$ cat src/rtl/rt_out_arbiter.sv
// rtl/rt_out_arbiter.sv - round-robin output-port arbiter with frame-based ownership
// Optional ownership timeout enabled by defining RT_ARB_TIMEOUT_EN.
module rt_out_arbiter #(
  parameter int NPORT     = 16,
  parameter int TO_CYCLES = 1024,
  localparam int IW       = (NPORT > 1) ? $clog2(NPORT) : 1
) (
  input  logic             clock,
  input  logic             reset,
  input  logic [NPORT-1:0] req,
  input  logic [NPORT-1:0] frame_done,
  output logic [NPORT-1:0] grant,
  output logic [IW-1:0]    grant_id,
  output logic             grant_vld,
  output logic             busy_n,
  output logic             timeout
);

  typedef enum logic [1:0] {
    IDLE    = 2'd0,
    OWN     = 2'd1,
    RELEASE = 2'd2
  } state_t;

  state_t           state, state_nxt;
  logic [IW-1:0]    ptr, ptr_nxt, win_id, grant_id_nxt;
  logic [NPORT-1:0] grant_nxt;
  logic             win_found, owner_done, to_hit;

  assign owner_done = (state == OWN) && frame_done[grant_id];

`ifdef RT_ARB_TIMEOUT_EN
  localparam int CW = (TO_CYCLES > 1) ? $clog2(TO_CYCLES) : 1;
  logic [CW-1:0] cnt;

  // Held at zero outside OWN, so it is already clear on entry.
  always_ff @(posedge clock) begin
    if (reset || state != OWN) cnt <= '0;
    else                       cnt <= cnt + 1'b1;
  end

  assign to_hit = (state == OWN) && (cnt == CW'(TO_CYCLES - 1)) && !owner_done;
`else
  assign to_hit = 1'b0;
`endif

  // Rotating search: first requester at or above ptr, wrapping at NPORT.
  always_comb begin
    win_found = 1'b0;
    win_id    = '0;
    for (int k = 0; k < NPORT; k++) begin
      int j;
      j = int'(ptr) + k;
      if (j >= NPORT) j = j - NPORT;
      if (!win_found && req[j[IW-1:0]]) begin
        win_found = 1'b1;
        win_id    = j[IW-1:0];
      end
    end
  end

  always_ff @(posedge clock) begin
    if (reset) begin
      state    <= IDLE;
      ptr      <= '0;
      grant    <= '0;
      grant_id <= '0;
    end else begin
      state    <= state_nxt;
      ptr      <= ptr_nxt;
      grant    <= grant_nxt;
      grant_id <= grant_id_nxt;
    end
  end

  always_comb begin
    state_nxt    = state;
    ptr_nxt      = ptr;
    grant_nxt    = grant;
    grant_id_nxt = grant_id;
    case (state)
      IDLE: begin
        if (win_found) begin
          state_nxt         = OWN;
          grant_nxt         = '0;
          grant_nxt[win_id] = 1'b1;
          grant_id_nxt      = win_id;
        end
      end
      OWN: begin
        if (owner_done || to_hit) begin
          state_nxt    = RELEASE;
          grant_nxt    = '0;
          grant_id_nxt = '0;
          ptr_nxt      = (grant_id == IW'(NPORT - 1)) ? '0 : grant_id + 1'b1;
        end
      end
      default: begin
        state_nxt = IDLE;
      end
    endcase
  end

  always_comb begin
    grant_vld = (state == OWN);
    busy_n    = (state != OWN);
    timeout   = to_hit;
  end

endmodule
$ cat config.mk
export PLATFORM = sky130hd
export DESIGN_NAME = rt_out_arbiter
export DESIGN_NICKNAME = d
export VERILOG_FILES = /design/src/rtl/rt_out_arbiter.sv
export SDC_FILE = /design/constraint.sdc
export NUM_CORES = 1
export LEC_CHECK = 0
export CORE_MARGIN = 10
export CORE_UTILIZATION = 50
export CTS_CLUSTER_DIAMETER = 60
export DETAILED_ROUTE_END_ITERATION = 12
export PLACE_DENSITY_LB_ADDON = 0.2
export SLEW_MARGIN = 20
export SYNTH_ARGS = -nofsm -noshare
export SYNTH_HDL_FRONTEND = slang
export SYNTH_SLANG_ARGS = --single-unit
$ cat constraint.sdc
create_clock -name clock -period 9.3 [get_ports clock]
set_input_delay 1.86 -clock clock [delete_from_list [all_inputs] [get_ports clock]]
set_output_delay 1.86 -clock clock [all_outputs]
set_load 0.03 [all_outputs]
Word-level counts from Yosys, hierarchy flattened. Cells that the tools add are included.

Bits in registers: 26. Bits in latches: 0. RAM bits: 0. Bits in read-only memories: 0. Bits of input ports: 34. Output and inout port bits: 23. Logic and storage cells: 207. Memories: 0.

Add/sub/neg operators: 32. Multiply operators: 0. Div/mod/pow operators: 0. Order comparisons: 35. Equality and inequality tests: 5. Shifts and indexed selects: 0. Muxes and demuxes: 94. Bitwise operators: 0. Reductions and logical operators: 37.

Operator list (count): 2-to-1 mux 4 bit (35); less-than comparator 4 x 5 -> 1 bit, second input constant (18); greater-or-equal comparator 5 bit, second input constant (15); binary-select mux 1 bit (select 4 bit) (17); subtractor 4 x 1 -> 4 bit, second input constant (16); adder 4 x 4 -> 5 bit, second input constant (8); 2-to-1 mux 1 bit (34); 2-to-1 mux 16 bit (2); case mux 16 bit (2 select lines) (1); adder 4 x 3 -> 5 bit, second input constant (4); logical AND 1 bit (17); logical NOT 1 bit (15); adder 4 x 2 -> 5 bit, second input constant (2); case mux 4 bit (2 select lines) (1); adder 4 x 1 -> 5 bit, second input constant (1); greater-or-equal comparator 4 x 5 -> 1 bit, second input constant (1); adder 4 x 1 -> 4 bit, second input constant (1); demux 1 bit (select 4 bit) (1); equality test 4 bit, second input constant (1); greater-or-equal comparator 4 x 1 -> 1 bit, second input constant (1); 2-to-1 mux 2 bit (2); inequality test 2 x 1 -> 1 bit, second input constant (2); case mux 2 bit (2 select lines) (1); AND reduction 2 bit (2); 5 further kinds (5).

Longest topological paths before layout. Gate-level depths: netlist of run 1.

Word-level depth: 56. Mapped depth: 18. Gate-level depth less buffers: 12.

Least setup slack after synthesis of run 1. Ideal clock, no wire load.

Kind: reg2reg. Start point: register ptr[1]. End point: register grant[3]. Library setup time: 117 ps. Arrival time: 4757 ps. Data required time: 9183 ps. Path slack: 4426 ps. Stages on the path, launching flop included: 16. Buffers on the path: 5. Clock period less this slack: 4874 ps. Cell sequence: dfxtp_1 -> buf_6 -> buf_2 -> clkbuf_1 -> inv_1 -> ha_1 -> clkbuf_1 -> mux4_2 -> mux4_2 -> or3_1 -> buf_6 -> or3_4 -> o41ai_4 -> nor2_1 -> and3_1 -> a32o_1.

Cells in the longest elaborated chain, start to end: 56. Elaborated cells on any way between the ends: 166. Classes of those cells: add/sub (31); order compare (18); eq/ne (1); mux (84); reduce/logical (32).

RTL lines: start, declared (RTL line 26) `logic [IW-1:0] ptr, ptr_nxt, win_id, grant_id_nxt;`; start signal, assigned (RTL line 70) `ptr <= ptr_nxt;`; parallel branches: the longest is 56 deep, another holds adder 4 x 1 -> 5 bit; end signal, assigned (RTL line 71) `grant <= grant_nxt;`; end, declared (RTL line 12) `output logic [NPORT-1:0] grant,`.

Parallel ways; which one is timed is not known. The select of a mux whose other input is x is not followed. A chain may end at the register's enable or synchronous reset.

Worst setup path after layout of run 1.
Start point: input req[0]. End point: register grant[14].

Cells in the longest elaborated chain, start to end: 54. Elaborated cells on any way between the ends: 103. Classes of those cells: order compare (2); eq/ne (1); mux (68); reduce/logical (32).

RTL lines: start, declared (RTL line 10) `input logic [NPORT-1:0] req,`; binary-select mux 1 bit (select 4 bit) (RTL line 55) `if (!win_found && req[j[IW-1:0]]) begin`; 2-to-1 mux 1 bit (implied by the code) (RTL line 55); 2-to-1 mux 1 bit (RTL line 55); logical NOT 1 bit (RTL line 55); logical AND 1 bit (RTL line 55); 2-to-1 mux 1 bit (RTL line 55); logical NOT 1 bit (RTL line 55); logical AND 1 bit (RTL line 55); (+38 left out); logical AND 1 bit (RTL line 55); 2-to-1 mux 4 bit (RTL line 55); less-than comparator 4 x 5 -> 1 bit (implied by the code) or greater-or-equal comparator 4 x 1 -> 1 bit (tied branches) (RTL line 86) `grant_nxt[win_id] = 1'b1;`; logical AND 1 bit (implied by the code) (RTL line 86); 2-to-1 mux 1 bit (implied by the code) (RTL line 86); demux 1 bit (select 4 bit) (RTL line 86); 2-to-1 mux 16 bit (RTL line 83) `if (win_found) begin`; case mux 16 bit (2 select lines) (RTL line 81) `case (state)`.

Parallel ways exist; a longest one is shown, timed or not. The select of a mux whose other input is x is not followed.

==> flow_summary_export.csv, run 1 <==
group,metric,value,unit
floorplanning,die_y,106,microns
worst_hold_path,min_from,"grant[9]$_SDFFE_PP0P_",
routing,ant_nets,0,
timing,slew_headroom,37.3,%
grt,grt_pass1_wl,18200,microns
setup_path,reg2reg_to,"grant[14]$_SDFFE_PP0P_",
floorplanning,fp.coreArea,7210,sq um
setup_path,required,9.51,ns
routing,drt-total-wl,11400,microns
yosys,synthCells,389,
setup_path,critPathMaxStageDelay,0.73,ns
timing,layout_min_cycle_time,6.15,ns
cts,clock_sinks,26,
yosys,synth_common_cells,"38 x mux4_2, 34 x nand2_1, 27 x nor2_1",
power_and_ir_drop,power_frac_comb,82.0,%
yosys,synth_edf_count,0,
place,io_buffers,55,
layout,antenna_cells,0,
timing,setup_viol,0,
timing,setup_tns,0,ns
setup_path,cp-end-kind,"flop",
timing,rsz0062_at_grt,"false",
power_and_ir_drop,power_frac_seq,11.5,%
yosys,synthXorXnorAreaFrac,3.01,%
timing,setup_ws,3.15,ns
setup_path,critPathTopFamily,"simple AND/OR/NAND/NOR gates",
timing,finalClockSkew,0.00128,ns
setup_path,path_buf_inv,1,
worst_hold_path,min_delay_path_depth,1,
power_and_ir_drop,p_int,0.648,mW
setup_path,cp_cell_sequence,"clkdlybuf4s50_1 -> mux4_2 -> nor4b_1 -> nor4_2 -> nand4_1 -> or3_4 -> nor3_4 -> a311oi_4 -> nor3b_4 -> a22o_1",
routing,num_vias,3598,
setup_path,rrSetupSlack,3.63,ns
cts,clkTransAtPathRegs,0.09,ns
setup_path,critPathSlowestCell,"nor4_2",
yosys,synth-compound-area-share,21.0,%
routing,drt-vias-per-instance,6.81,
yosys,yosysMostFrequentCell,"mux4_2",
floorplanning,dieArea,11200,sq um
floorplanning,die_x,106,microns
floorplanning,ios,57,
power_and_ir_drop,leakage,1.53,nW
timing,worst_pin_slew,0.914,ns
yosys,synth_top_family_by_area,"multiplexers",
power_and_ir_drop,clock_power_share,6.6,%
yosys,syn_area_per_cell,9.51,sq um
routing,dr.pass1.iters,5,
cts,cts_tree,"built",
routing,wl_per_cell,21.7,microns
power_and_ir_drop,powerDensity,321,nW/um^2
floorplanning,initial_utilization,51.3,%
yosys,synthTopCellsByArea,"mux4_2 23%, dfxtp_1 14%, mux2i_1 6.0%, a21oi_1 3.5%, nand2_1 3.5%",
cts,cts_resized,0,
power_and_ir_drop,switching_share,53.5,%
cts,cts-htree-levels,1,
yosys,async_flop_share,0,%
routing,drc,0,
setup_path,path_class,"primary input to flop",
cts,ctsLongestPathBuffers,2,
yosys,synth_flop_cell,"dfxtp_1",
layout,fin_util,60.1,%
yosys,ys.warnings.count,0,
yosys,synth_adder_area_share,2.71,%
yosys,synthesis.nets,431,
grt,gr-usage-all-layers,19.1,%
setup_path,worst-endpoint-arrival,6.36,ns
yosys,ys_seq_elements,26,
cts,numCtsBuffers,3,
place,hpwl,8730,microns
yosys,synth_cell_type_count,70,
cts,cts.hold.buffers_added,0,
yosys,synthesis.area,3700,sq um
timing,hold_violations,0,
grt,overflow,0,
cts,post_cts_buffers,0,
power_and_ir_drop,ir_drop,0.000202,V
setup_path,crit_fanout,16,
place,pre_cts_ws,2.98,ns
yosys,post-synth-top-area-cell,"mux4_2",
yosys,yosysTopAreaCellShare,23.1,%
status,status,"finished, final reports clean",
grt,antenna_found_initial,0,
power_and_ir_drop,power.switching,0.745,mW
timing,fmax,163,MHz
setup_path,crit-reg2reg-launch,"ptr[1]$_SDFFE_PP0P_",
cts,clock_latency,0.26,ns
flow_run,drv_cap,0,
layout,nets,472,
yosys,seq_area_frac_synth,14.1,%
yosys,synth_mux_area_share,34.3,%
floorplanning,fp-row-count,31,
yosys,synthSimpleGateAreaFrac,19.5,%
timing,fin_crit_sh,66.1,%
setup_path,critPathLaunchType,"primary input",
grt,grt_pass1_vias,3392,
timing,slew_viol_final,0,
setup_path,reg2reg_depth,11,
routing,initialDrtViolationCount,329,
layout,synthToLayoutAreaGrowth,17.2,%
worst_hold_path,min_to,"grant[9]$_SDFFE_PP0P_",
worst_hold_path,hold_class,"flop to flop",
grt,grt_max_degree,37,
place,place_congestion,0.968,
layout,layout-drive-gt1-share,17.2,%
cts,cts_root_buf,"clkbuf_8",
final cells by class:
class,instances,area (sq um)
Inverter,14,52.6
Tap cell,99,124
Timing Repair Buffer,59,581
Clock buffer,3,41.3
Clock inverter,1,30.0
Sequential cell,26,520
Fill cell,650,2880
Multi-Input combinational cell,326,2990
worst max-delay path by stage:
stage	endpoint	from	depth (start not counted)
2_1_floorplan	grant[3]$_SDFFE_PP0P_	ptr[1]$_SDFFE_PP0P_	15
3_3_place_gp	grant[9]$_SDFFE_PP0P_	req[2]	10
3_5_place_dp	grant[15]$_SDFFE_PP0P_	req[2]	10
4_1_cts	grant[15]$_SDFFE_PP0P_	req[10]	10
5_1_grt	grant[4]$_SDFFE_PP0P_	req[0]	10
6_report	grant[14]$_SDFFE_PP0P_	req[0]	10
layer usage:
layer  GRT usage (%)  part of all wire, %
met2            31.1                   47
met5               0                    0
met4            2.90                  1.4
met3            4.41                  7.8
met1            25.8                   43
sequential cells by signal, indices dropped and copies added (netlist names):
name,flops
grant_id,4
ptr,4
state,2
grant,16
power by group through the flow:
stage	clock network [mW]	logic, mW	registers [mW]
after floorplan	0	0.844	0.183
after global placement	0	1.10	0.162
after detailed placement	0	1.11	0.162
after CTS	0.0932	1.11	0.160
after global routing	0.0969	1.22	0.164
final	0.0913	1.14	0.160
through the flow:
step	total power [mW]	std cells	hold WS [ns]	area (sq um)
finish	1.39	528	0.483	4330
global route	1.48	528	0.504	4330
CTS	1.37	528	0.487	4330
detailed placement	1.27	524	0.464	4260
global placement	1.26	524	0.453	4260
floorplan	1.03	389	0.576	3700
cells by family (layout without fill, tap and decap cells):
kind of cell             after synthesis  in the layout
AO/OA/AOI/OAI                        101            101
XOR/XNOR                              11             11
adder cells (fa/ha/maj)                8              8
buffers and inverters                 37             77
flip-flops                            26             26
multiplexers                          73             73
other                                  1              1
AND/OR/NAND/NOR                      132            132
layout by cell type (no fill, tap or decap), drive strengths merged, types with 4 or more instances in the layout:
master         synthesis  routed
clkdlybuf4s50          0      55
mux4                  41      41
nand2                 34      34
nor2                  28      28
a21oi                 27      27
dfxtp                 26      26
mux2i                 23      23
a22o                  14      14
nand3                 13      13
inv                   12      12
nor3                  11      11
mux2                   9       9
nand2b                 8       8
ha                     8       8
o21ai                  6       6
xnor2                  6       6
a221oi                 5       5
a22oi                  5       5
and3                   5       5
o211ai                 5       5
a211oi                 5       5
xor2                   5       5
nor4                   5       5
nor2b                  4       4
a32o                   4       4
buf                   16       4
or3                    4       4
nor3b                  4       4
Power figures use the tool's default switching activity.
==> inputs of run 2 (changes only) <==
Clock period 9.3 ns to 5.2 ns, I/O delays scaled along.
==> run 2 against run 1 <==
Sequential cell count stayed put. Clock skew is 0.0016 ns higher. Global-route usage is 0.36 points lower. Sequential power is 80% higher. Via count is 1.4% lower. Die area stayed put. Final cell count is 2.3% higher. Clock-buffer cell count stayed put. Critical path type unchanged.
==> flow_summary_export.csv, run 2 (synthesized netlist as in run 1, its figures left out) <==
group,metric,value,unit
floorplanning,initial_utilization,51.3,%
layout,final_common_cell,"clkdlybuf4s50_1",
cts,cts_tree,"built",
routing,drt-total-wl,11100,microns
setup_path,path_class,"primary input to flop",
floorplanning,fp-row-count,31,
routing,wl_met2,5280,microns
routing,m1WireLength,4700,microns
setup_path,critPathLaunchType,"primary input",
timing,hold_violations,0,
cts,clock_sinks,26,
cts,post_cts_buffers,0,
timing,setup_tns,0,ns
timing,worst_pin_slew,0.728,ns
setup_path,required,5.42,ns
routing,drt-vias-per-instance,6.57,
status,status,"finished, final reports clean",
worst_hold_path,hold_class,"flop to flop",
cts,cts_resized,0,
power_and_ir_drop,ir_drop,0.000328,V
cts,numCtsBuffers,3,
timing,finalClockSkew,0.00287,ns
routing,num_vias,3549,
place,place_congestion,0.959,
layout,fin_cells,540,
place,hpwl,8790,microns
timing,setup_viol,0,
power_and_ir_drop,powerDensity,575,nW/um^2
setup_path,cp-end-kind,"flop",
routing,initialDrtViolationCount,395,
setup_path,worst-endpoint-arrival,4.89,ns
grt,antenna_found_initial,0,
flow_run,drv_cap,0,
routing,ant_nets,0,
grt,grt_max_degree,37,
routing,dr.max_layer_used,"met4",
timing,fmax,214,MHz
routing,wl_per_cell,20.5,microns
floorplanning,die_x,106,microns
layout,nets,484,
timing,slew_headroom,51.1,%
timing,rsz0062_at_grt,"false",
cts,clock_latency,0.27,ns
layout,top_regs,"grant: 16 flops, grant_id: 4 flops, ptr: 4 flops",
routing,wl_met3,917,microns
grt,gr-usage-all-layers,18.8,%
setup_path,rrSetupSlack,0.59,ns
cts,cts_root_buf,"clkbuf_8",
floorplanning,die_y,106,microns
routing,drc,0,
cts,cts.hold.buffers_added,0,
timing,fin_crit_sh,89.8,%
cts,clkTransAtPathRegs,0.09,ns
layout,largest_register_ffs,16,
cts,cts-htree-levels,1,
grt,grt_pass1_vias,3278,
setup_path,crit_fanout,11,
timing,slew_viol_final,0,
timing,layout_min_cycle_time,4.67,ns
floorplanning,dieArea,11200,sq um
routing,dr.pass1.iters,5,
grt,overflow,0,
power_and_ir_drop,leakage,1.59,nW
layout,largest_register,"grant",
floorplanning,fp.coreArea,7210,sq um
grt,grt_pass1_wl,17600,microns
layout,antenna_cells,0,
cts,ctsLongestPathBuffers,2,
layout,final_cell_mix,"55 x clkdlybuf4s50_1, 38 x mux4_2, 34 x nand2_1",
place,place_inst,536,
layout,synthToLayoutAreaGrowth,19.6,%
floorplanning,ios,57,
place,io_buffers,55,
layout,layout-drive-gt1-share,19.5,%
## run 2: final timing paths
| path | from | endpoint | cells after the start |
|---|---|---|---|
| setup reg to reg | ptr[1]$_SDFFE_PP0P_ | grant[0]$_SDFFE_PP0P_ | 14 |
| setup / recovery | req[13] | grant[0]$_SDFFE_PP0P_ | 12 |
| hold / removal | grant[0]$_SDFFE_PP0P_ | grant[0]$_SDFFE_PP0P_ | 1 |
| hold reg to reg | grant[0]$_SDFFE_PP0P_ | grant[0]$_SDFFE_PP0P_ | 1 |
## run 2: layout make-up
class                      count  area, sq um
tap                           99          124
fill                         620         2790
timing repair buffer          71          671
clock inverter                 1         30.0
sequential                    26          520
multi-input combinational    326         2990
clock buffer                   3         41.3
inverter                      14         52.6
## run 2: metal layers
metal,up-vias,GRT usage (%)
li1,1657,-
met1,1718,25.4
met2,158,29.7
met3,16,4.41
met4,0,4.06
met5,-,0
## run 2: where the power goes
group | internal [mW] | switching [mW] | total, mW
combinational | 0.877 | 1.21 | 2.09
clock | 0.103 | 0.0623 | 0.165
sequential | 0.238 | 0.0491 | 0.288
total | 1.22 | 1.33 | 2.54
## run 2: critical path, stage by stage
cell and delay (ns):
clkdlybuf4s50_1 0.61, mux2i_1 0.16, mux4_2 0.57, mux2_2 0.34
nand4_1 0.10, buf_4 0.19, nor3b_1 0.08, or4_1 0.56
a221oi_1 0.44, nor2_2 0.11, nor3_1 0.45, a32o_1 0.23
## run 2: per-stage QoR
step	setup slack [ns]	utilization (%)	area (sq um)	total power, mW	hold slack (ns)
floorplan	0.326	-	3700	1.84	0.576
global placement	0.305	60.3	4350	2.32	0.450
detailed placement	0.310	60.3	4350	2.34	0.455
CTS	0.602	61.3	4420	2.51	0.477
global route	0.371	61.3	4420	2.71	0.494
finish	0.532	61.3	4420	2.54	0.473
